### src/rtl/mips_pkg.sv
// rtl/mips_pkg.sv - shared register-file constants and address type
package mips_pkg;
   localparam int REG_ZERO = 0;
   localparam int REG_V0   = 2;

   typedef logic [4:0] reg_addr_t;
endpackage

### src/rtl/regfile_scoreboard.sv
// rtl/regfile_scoreboard.sv - pending-write scoreboard with RAW busy/stall detection
module regfile_scoreboard
   import mips_pkg::*;
#(
   parameter int NREGS  = 32,
   parameter int NRD    = 2,
   parameter int ADDR_W = $clog2(NREGS),
   parameter int CNT_W  = $clog2(NREGS+1)
) (
   input  logic                  clk,
   input  logic                  reset,
   input  logic [NRD*ADDR_W-1:0] rd_addr,
   input  logic [NRD-1:0]        rd_req,
   input  logic                  issue_en,
   input  logic [ADDR_W-1:0]     issue_addr,
   input  logic                  wr_en,
   input  logic [ADDR_W-1:0]     wr_addr,
   output logic [NRD-1:0]        rd_busy,
   output logic                  stall_o,
   output logic [CNT_W-1:0]      pend_count,
   output logic                  err_wb
);

   logic [NREGS-1:0] pending;
   logic [NREGS-1:0] pend_nxt;
   logic [CNT_W-1:0] cnt_nxt;
   logic             wr_live;
   logic             issue_live;
   logic             wb_orphan;

   assign wr_live    = wr_en && (wr_addr != ADDR_W'(REG_ZERO));
   assign issue_live = issue_en && (issue_addr != ADDR_W'(REG_ZERO));
   assign wb_orphan  = wr_live && !pending[wr_addr] && !(issue_en && issue_addr == wr_addr);

   // Issue is applied after the clear so a same-cycle new producer keeps the register pending.
   always_comb begin
      pend_nxt = pending;
      if (wr_live)
         pend_nxt[wr_addr] = 1'b0;
      if (issue_live)
         pend_nxt[issue_addr] = 1'b1;
      cnt_nxt = '0;
      for (int i = 0; i < NREGS; i++)
         cnt_nxt = cnt_nxt + CNT_W'(pend_nxt[i]);
   end

   always_ff @(posedge clk) begin
      if (reset) begin
         pending    <= '0;
         pend_count <= '0;
         err_wb     <= 1'b0;
      end else begin
         pending    <= pend_nxt;
         pend_count <= cnt_nxt;
         err_wb     <= err_wb | wb_orphan;
      end
   end

   for (genvar k = 0; k < NRD; k++) begin : g_busy
      logic [ADDR_W-1:0] a;
      assign a          = rd_addr[k*ADDR_W +: ADDR_W];
      assign rd_busy[k] = (a != ADDR_W'(REG_ZERO)) && pending[a] && !(wr_en && wr_addr == a);
   end

   assign stall_o = |(rd_busy & rd_req);

endmodule

### src/rtl/mips_regfile_sb.sv
// rtl/mips_regfile_sb.sv - multi-port MIPS register file with write bypass and scoreboard
module mips_regfile_sb
   import mips_pkg::*;
#(
   parameter int DATA_W = 32,
   parameter int NREGS  = 32,
   parameter int NRD    = 2,
   parameter int ADDR_W = $clog2(NREGS),
   parameter int CNT_W  = $clog2(NREGS+1)
) (
   input  logic                  clk,
   input  logic                  reset,
   input  logic [NRD*ADDR_W-1:0] rd_addr,
   output logic [NRD*DATA_W-1:0] rd_data,
   output logic [NRD-1:0]        rd_busy,
   output logic                  stall_o,
   input  logic [NRD-1:0]        rd_req,
   input  logic                  issue_en,
   input  logic [ADDR_W-1:0]     issue_addr,
   input  logic                  wr_en,
   input  logic [ADDR_W-1:0]     wr_addr,
   input  logic [DATA_W-1:0]     wr_data,
   output logic [CNT_W-1:0]      pend_count,
   output logic                  err_wb,
   output logic [DATA_W-1:0]     register_v0
);

   logic [DATA_W-1:0] regs [NREGS];

   always_ff @(posedge clk) begin
      if (reset) begin
         for (int i = 0; i < NREGS; i++)
            regs[i] <= '0;
      end else if (wr_en && wr_addr != ADDR_W'(REG_ZERO)) begin
         regs[wr_addr] <= wr_data;
      end
   end

   // r0 reads as zero regardless of array contents or a same-cycle writeback to it.
   for (genvar k = 0; k < NRD; k++) begin : g_rd
      logic [ADDR_W-1:0] a;
      assign a = rd_addr[k*ADDR_W +: ADDR_W];
      assign rd_data[k*DATA_W +: DATA_W] =
         (a == ADDR_W'(REG_ZERO))   ? '0 :
         (wr_en && wr_addr == a)    ? wr_data :
                                      regs[a];
   end

   assign register_v0 = regs[REG_V0];

   regfile_scoreboard #(
      .NREGS (NREGS),
      .NRD   (NRD),
      .ADDR_W(ADDR_W),
      .CNT_W (CNT_W)
   ) u_sb (
      .clk       (clk),
      .reset     (reset),
      .rd_addr   (rd_addr),
      .rd_req    (rd_req),
      .issue_en  (issue_en),
      .issue_addr(issue_addr),
      .wr_en     (wr_en),
      .wr_addr   (wr_addr),
      .rd_busy   (rd_busy),
      .stall_o   (stall_o),
      .pend_count(pend_count),
      .err_wb    (err_wb)
   );

endmodule

### config.mk
export PLATFORM = sky130hd
export DESIGN_NAME = mips_regfile_sb
export DESIGN_NICKNAME = d
export VERILOG_FILES = /design/src/rtl/mips_pkg.sv /design/src/rtl/regfile_scoreboard.sv /design/src/rtl/mips_regfile_sb.sv
export SDC_FILE = /design/constraint.sdc
export NUM_CORES = 2
export LEC_CHECK = 0
export BUFFER_PORTS_ARGS = -buffer_cell sky130_fd_sc_hd__buf_2
export CAP_MARGIN = 15
export CORE_MARGIN = 10
export CORE_UTILIZATION = 60
export DETAILED_ROUTE_END_ITERATION = 10
export PLACE_DENSITY_LB_ADDON = 0.25
export SLEW_MARGIN = 30
export SYNTH_ARGS = -nofsm -noshare
export SYNTH_HDL_FRONTEND = slang
export SYNTH_SLANG_ARGS = --single-unit
### constraint.sdc
create_clock -name clk -period 7.81 [get_ports clk]
set_clock_uncertainty 0.05 [all_clocks]
set_input_delay 1.562 -clock clk [delete_from_list [all_inputs] [get_ports clk]]
set_output_delay 1.562 -clock clk [all_outputs]
set_load 0.005 [all_outputs]
* Word-level counts from Yosys, hierarchy flattened *
Memory sizes are Yosys's and may differ from the RTL's.
Index checks and enable logic that the tools add are counted.

word-level totals
  logic and storage cells = 98
  RAM bits = 1024
  memories = 1
  output and inout bits = 106
  flip-flop bits (word level) = 39
  input port bits = 58

memories
  name  depth  bits a word  read ports  clocked after memory_dff  wr ports  line                   source
  regs  32     32           3           0                         32        mips_regfile_sb.sv:28  logic [DATA_W-1:0] regs [NREGS];

cells by class
  $lt $le $gt $ge = 6
  multiplexer cells = 24
  add/subtract/negate cells = 31
  equality and inequality tests = 3
  reduce and logical (&&, ||, !) cells = 25
  bitwise gates (word level) = 5

operators by type and width
  cell                  number
  $mux W32              7
  $add A6 B1 Y6         30
  $and A32 B32 Y32      1
  $not A32 Y32          1
  $or A32 B32 Y32       1
  $reduce_or A32 Y1     1
  $lt A5 B6 Y1 const B  4
  $reduce_bool A5 Y1    4
  $bmux W1 S5           3
  $eq A5 B5 Y1          3
  $logic_and A1 B1 Y1   13
  $mux W1               11
  $demux W1 S5          2
  $ge A5 B1 Y1 const B  2
  $logic_not A5 Y1      2
  $mux W5               1
  $logic_not A1 Y1      4
  $add A1 B1 Y2         1
  $and A2 B2 Y2         1
  $reduce_or A2 Y1      1
  $or A1 B1 Y1          1

* Depth between registers and ports, before layout *
  depth in word-level cells = 40
  mapped depth = 23
  gate-level depth less buffers = 22

* Hierarchy *
Synthesis repeated with hierarchy kept, for this count alone.

second synthesis, totals
  cells, all modules = 4214
  area, all modules = 58541.1 um^2

by module, submodules not included
  module              seq. area each (um^2)  instances  area an instance (um^2)  cells each
  mips_regfile_sb     30749.5                1          55182.9                  3858
  regfile_scoreboard  780.7                  1          3358.2                   356

* Worst setup path before layout *
No wires, ideal clock.

  kind = input port to flip-flop
  start point = in wr_addr[4]
  end point = reg u_sb.pend_count[4]
  arrival = 6842 ps
  setup time = 128 ps
  buffers on the path = 2
  stages = 22
  path slack = 790 ps
  path through = buf_2 > clkbuf_1 > nor3_1 > nand2_1 > a32o_1 > ha_1 > inv_1 > fa_1 > fa_1 > fa_1 > fa_1 > fa_1 > inv_1 > fa_1 > fa_1 > inv_1 > fa_1 > inv_1 > a21o_1 > a21oi_1 > xor2_1 > nor2_1

between the ends
  cells in the longest elaborated chain, start to end = 40
  elaborated cells on any way between the ends = 43
  classes of those cells = add/sub (31); order compare (2); mux (4); bitwise (3); reduce/logical (3)

ends and longest elaborated chain
  what                                                                       line                      source
  start: declaration                                                         mips_regfile_sb.sv:21     input logic [ADDR_W-1:0] wr_addr,
  $lt A5 B6 Y1 (implied by the code) / $ge A5 B1 Y1 (equally long branches)  regfile_scoreboard.sv:39  pend_nxt[wr_addr] = 1'b0;
  $logic_and A1 B1 Y1 (implied by the code)                                  regfile_scoreboard.sv:39
  $mux W1 (implied by the code)                                              regfile_scoreboard.sv:39
  $demux W1 S5                                                               -
  $not A32 Y32 (no source line)                                              -
  $and A32 B32 Y32 (no source line)                                          -
  $mux W32 (*)                                                               regfile_scoreboard.sv:38  if (wr_live)
  $or A32 B32 Y32 (no source line)                                           -
  $mux W32 (*)                                                               regfile_scoreboard.sv:40  if (issue_live)
  net u_sb.pend_nxt[1]                                                       regfile_scoreboard.sv:25  logic [NREGS-1:0] pend_nxt;
  $add A1 B1 Y2 (*)                                                          regfile_scoreboard.sv:44  cnt_nxt = cnt_nxt + CNT_W'(pend_nxt[i]);
  $add A6 B1 Y6 (*) (30 in series)                                           regfile_scoreboard.sv:44
  end signal: assignment                                                     regfile_scoreboard.sv:54  pend_count <= cnt_nxt;
  end: declaration                                                           regfile_scoreboard.sv:20  output logic [CNT_W-1:0] pend_count,

Mark *: on every way through the listed nets, which the timed path passes. The rest lies on a longest branch.
A chain may end at the register's enable or synchronous reset.

* Worst setup path in the final report *
  start point = in wr_addr[3]
  end point = reg u_sb.pend_count[4]

between the ends
  cells in the longest elaborated chain, start to end = 40
  elaborated cells on any way between the ends = 43
  classes of those cells = add/sub (31); order compare (2); mux (4); bitwise (3); reduce/logical (3)

ends and longest elaborated chain
  what                                                                       line
  $lt A5 B6 Y1 (implied by the code) / $ge A5 B1 Y1 (equally long branches)  regfile_scoreboard.sv:39
  $logic_and A1 B1 Y1 (implied by the code)                                  regfile_scoreboard.sv:39
  $mux W1 (implied by the code)                                              regfile_scoreboard.sv:39
  $demux W1 S5                                                               -
  $not A32 Y32 (no source line)                                              -
  $and A32 B32 Y32 (no source line)                                          -
  $mux W32 (*)                                                               regfile_scoreboard.sv:38
  $or A32 B32 Y32 (no source line)                                           -
  $mux W32 (*)                                                               regfile_scoreboard.sv:40
  $add A1 B1 Y2                                                              regfile_scoreboard.sv:44
  $add A6 B1 Y6 (29 in series)                                               regfile_scoreboard.sv:44
  $add A6 B1 Y6 (*)                                                          regfile_scoreboard.sv:44

Mark *: on every way between the ends. The rest lies on a longest branch, timed or not.

==> impl_metrics.json <==
{
  "portBuffers": 163,
  "fin_crit_sh_pct": 86.5,
  "worstMarginPinSlew_ns": 1.11,
  "routedWlPerCell_um": 36.2,
  "critPathArrivalTime_ns": 7.28,
  "synth_seq_cells": 1063,
  "path_depth": 20,
  "routed_wl_um": 200000,
  "crit_path_max_incr_delay_ns": 0.60,
  "syn_inst": 4130,
  "r2r_setup_slack_ns": 2.42,
  "syn_area_per_cell_sq_um": 14.3,
  "clk_latency_ns": 0.72,
  "nFillCells": 6829,
  "worst_path_max_delay_cell": "fa_1",
  "setup_violations": 0,
  "cp_max_fo": 16,
  "whs_ns": 0.531,
  "clock-sinks": 1063,
  "outcome": "finished clean",
  "fmax_mhz": 148,
  "synthArstFlopShare_pct": 0,
  "die-area_sq_um": 111000,
  "drt_iter0_markers": 6726,
  "drc": 0,
  "hpwl_um": 120000,
  "drive_gt1_share_pct": 23.8,
  "cts_tree": "done",
  "postRouteAntennaNets": 0,
  "critPathLaunchType": "input port",
  "grt_usage_pct": 35.4,
  "grt_pass1_wl_um": 283000,
  "viasPerCell": 7.25,
  "cp_common_cell": "fa_1",
  "maxSlewViolCount": 0,
  "crit_required_ns": 8.33,
  "reg2regPathDepth": 18,
  "synthToLayoutAreaGrowth_pct": 9.38,
  "rr_endpoint": "u_sb.pend_count[4]",
  "slew_headroom_pct": 26.1,
  "clockBufferDepth": 3,
  "startpoint": "wr_addr[3]",
  "grt_max_degree": 95,
  "drv_cap": 0,
  "die_w_um": 333,
  "hold_viol": 0,
  "syn_area_sq_um": 58900,
  "ioPinCount": 164,
  "core-area_sq_um": 97000,
  "cts_setup_buffers": 0,
  "synth-edff-count": 1024,
  "grt_pass1_vias": 39682,
  "cts_hold_buf": 0,
  "crit_chain": "buf_2 -> nand2_1 -> nor2_1 -> nand2_1 -> a22oi_1 -> fa_1 -> fa_1 -> fa_1 -> fa_1 -> fa_1 -> inv_1 -> fa_1 -> fa_1 -> inv_1 -> fa_1 -> inv_1 -> a21o_1 -> a21oi_1 -> xor2_1 -> nor2_1",
  "ys.flop_type": "edfxtp_1",
  "via_count": 40051,
  "start_util_pct": 60.7,
  "finalWeightedCongestion": 0.949,
  "yosysWarnings": 0,
  "worstSetupPathType": "input port to flip-flop",
  "dr.pass1.iters": 6,
  "critPathBufInv": 4,
  "rr_startpoint": "u_sb.pending[16]",
  "synth-seq-area-share_pct": 53.6,
  "leakagePower_nw": 22.9,
  "cts-resized-gates": 0,
  "nets": 4239,
  "clkTransAtPathRegs_ns": 0.05,
  "tritoncts.num_buffers": 115,
  "ir_drop_uv": 190,
  "rsz0062_at_grt": "false",
  "fin_crit_ns": 6.76,
  "rows": 114,
  "min_path_type": "flip-flop to flip-flop",
  "h-tree-depth": 3,
  "die_h_um": 333,
  "crit_end": "u_sb.pend_count[4]",
  "cts-root-buf": "clkbuf_16",
  "antenna_found_initial": 23,
  "ys_types": 65,
  "end_kind": "flip-flop",
  "grt_overflow_total": 0,
  "cp_top_family": "adder cells",
  "pwr_density_cell_nw_per_um2": 216,
  "fin_tns_setup_ns": 0
}
cell usage after synthesis (7+ instances only):
library cell  instances  area share [%]
a211oi_1             22            0.28
a21oi_1              54            0.46
a221o_1              19            0.32
a221oi_1             45            0.67
a22o_1                7            0.10
a22oi_1              45            0.57
a31oi_1              20            0.21
a32o_1               37            0.63
a32oi_1              44            0.65
and2_1              998              11
and3_1                8           0.085
buf_1                 7           0.045
buf_2                92            0.78
buf_4                35            0.45
buf_6                17            0.33
clkbuf_1            270             1.7
dfxtp_1              39             1.3
edfxtp_1           1024              52
fa_1                 24            0.82
ha_1                  8            0.17
inv_1                31            0.20
mux2_2               21            0.40
mux2i_1             249             4.2
mux4_1               12            0.54
mux4_2              445              17
nand2_1             176             1.1
nand2b_1             32            0.34
nand3_1              34            0.29
nor2_1               77            0.49
nor2b_1              40            0.43
nor3_1               33            0.28
o21ai_0              36            0.31
o21ai_1              19            0.16
o21bai_1              8            0.10
or2_2                 8           0.085
xor2_1               13            0.19
worst min path at each step:
stage                     slack [ns]            start         endpoint  depth (start not counted)
after floorplan                 0.41      u_sb.err_wb      u_sb.err_wb                          2
after global placement          0.52  u_sb.pending[0]  u_sb.pending[0]                          1
after detailed placement        0.51  u_sb.pending[0]  u_sb.pending[0]                          1
after CTS                       0.53  u_sb.pending[0]  u_sb.pending[0]                          1
after global routing            0.55  u_sb.pending[0]  u_sb.pending[0]                          1
final                           0.53  u_sb.pending[0]  u_sb.pending[0]                          1
flip-flops by register name, summed over array words and instances (netlist names):
| signal | count |
|---|---|
| regs | 1024 |
| u_sb.err_wb | 1 |
| u_sb.pend_count | 6 |
| u_sb.pending | 32 |
cell usage in the layout (no fill, tap or decap), types with 47 or more instances in the layout:
cell type  count
edfxtp_1    1024
mux4_2       445
nor2_1        47
buf_4        133
a21oi_1       54
nand2_1      176
buf_2        155
mux2i_1      249
clkbuf_16    116
and2_1       998
power by group:
part           internal, W  leakage [nW]  switching [W]
combinational     0.000725          11.1        0.00112
sequential         0.00657          10.1       0.000167
clock              0.00306          1.75        0.00227
total               0.0104          22.9        0.00356
kinds of logic (layout without fill, tap and decap cells):
family,count (synthesis),after routing,synth area share (%)
compound gates,396,396,5.07
xor+xnor,18,18,0.268
fa+ha+maj,32,32,0.986
buf+inv,466,546,3.84
flops,1063,1063,53.6
mux,729,729,22.3
other cells,1,36,0.00637
simple gates,1425,1425,14.0
stage by stage:
step | area [sq um] | utilization (%) | setup WS, ns | total power [W] | cells
2_1_floorplan | 59000 | - | 0.790 | 0.00791 | 4161
3_3_place_gp | 60700 | 62.6 | 0.387 | 0.00858 | 5308
3_5_place_dp | 60800 | 62.6 | 0.354 | 0.00863 | 5308
4_1_cts | 64400 | 66.4 | 1.07 | 0.0139 | 5517
5_1_grt | 64400 | 66.4 | 0.773 | 0.0142 | 5517
6_report | 64400 | 66.4 | 1.05 | 0.0139 | 5521
layout make-up:
cell class | instances | area [sq um] | area share, %
multi-input cells | 2632 | 25500 | 39.6
diodes | 4 | 10.0 | 0.0155
clock inverters | 69 | 613 | 0.952
clock buffers | 140 | 2990 | 4.65
inverters | 34 | 130 | 0.202
repair buffers | 303 | 2050 | 3.18
well taps | 1276 | 1600 | 2.48
flip-flops and latches | 1063 | 31500 | 49.0
worst reg2reg max path, cell delays in order (launching register included):
cell     delay [ns]
dfxtp_1        0.46
a22oi_1        0.19
fa_1           0.57
inv_1          0.05
fa_1           0.51
inv_1          0.07
fa_1           0.56
fa_1           0.45
fa_1           0.52
inv_1          0.05
fa_1           0.45
fa_1           0.42
inv_1          0.09
fa_1           0.21
inv_1          0.05
a21o_1         0.14
a21oi_1        0.17
xor2_1         0.16
nor2_1         0.05
layer usage:
layer | part of all wire, % | track usage, %
met1 | 34 | 45.0
met2 | 45 | 53.2
met3 | 15 | 11.5
met4 | 7.0 | 20.6
met5 | 0.059 | 0
(Power assumes the default switching activity.)
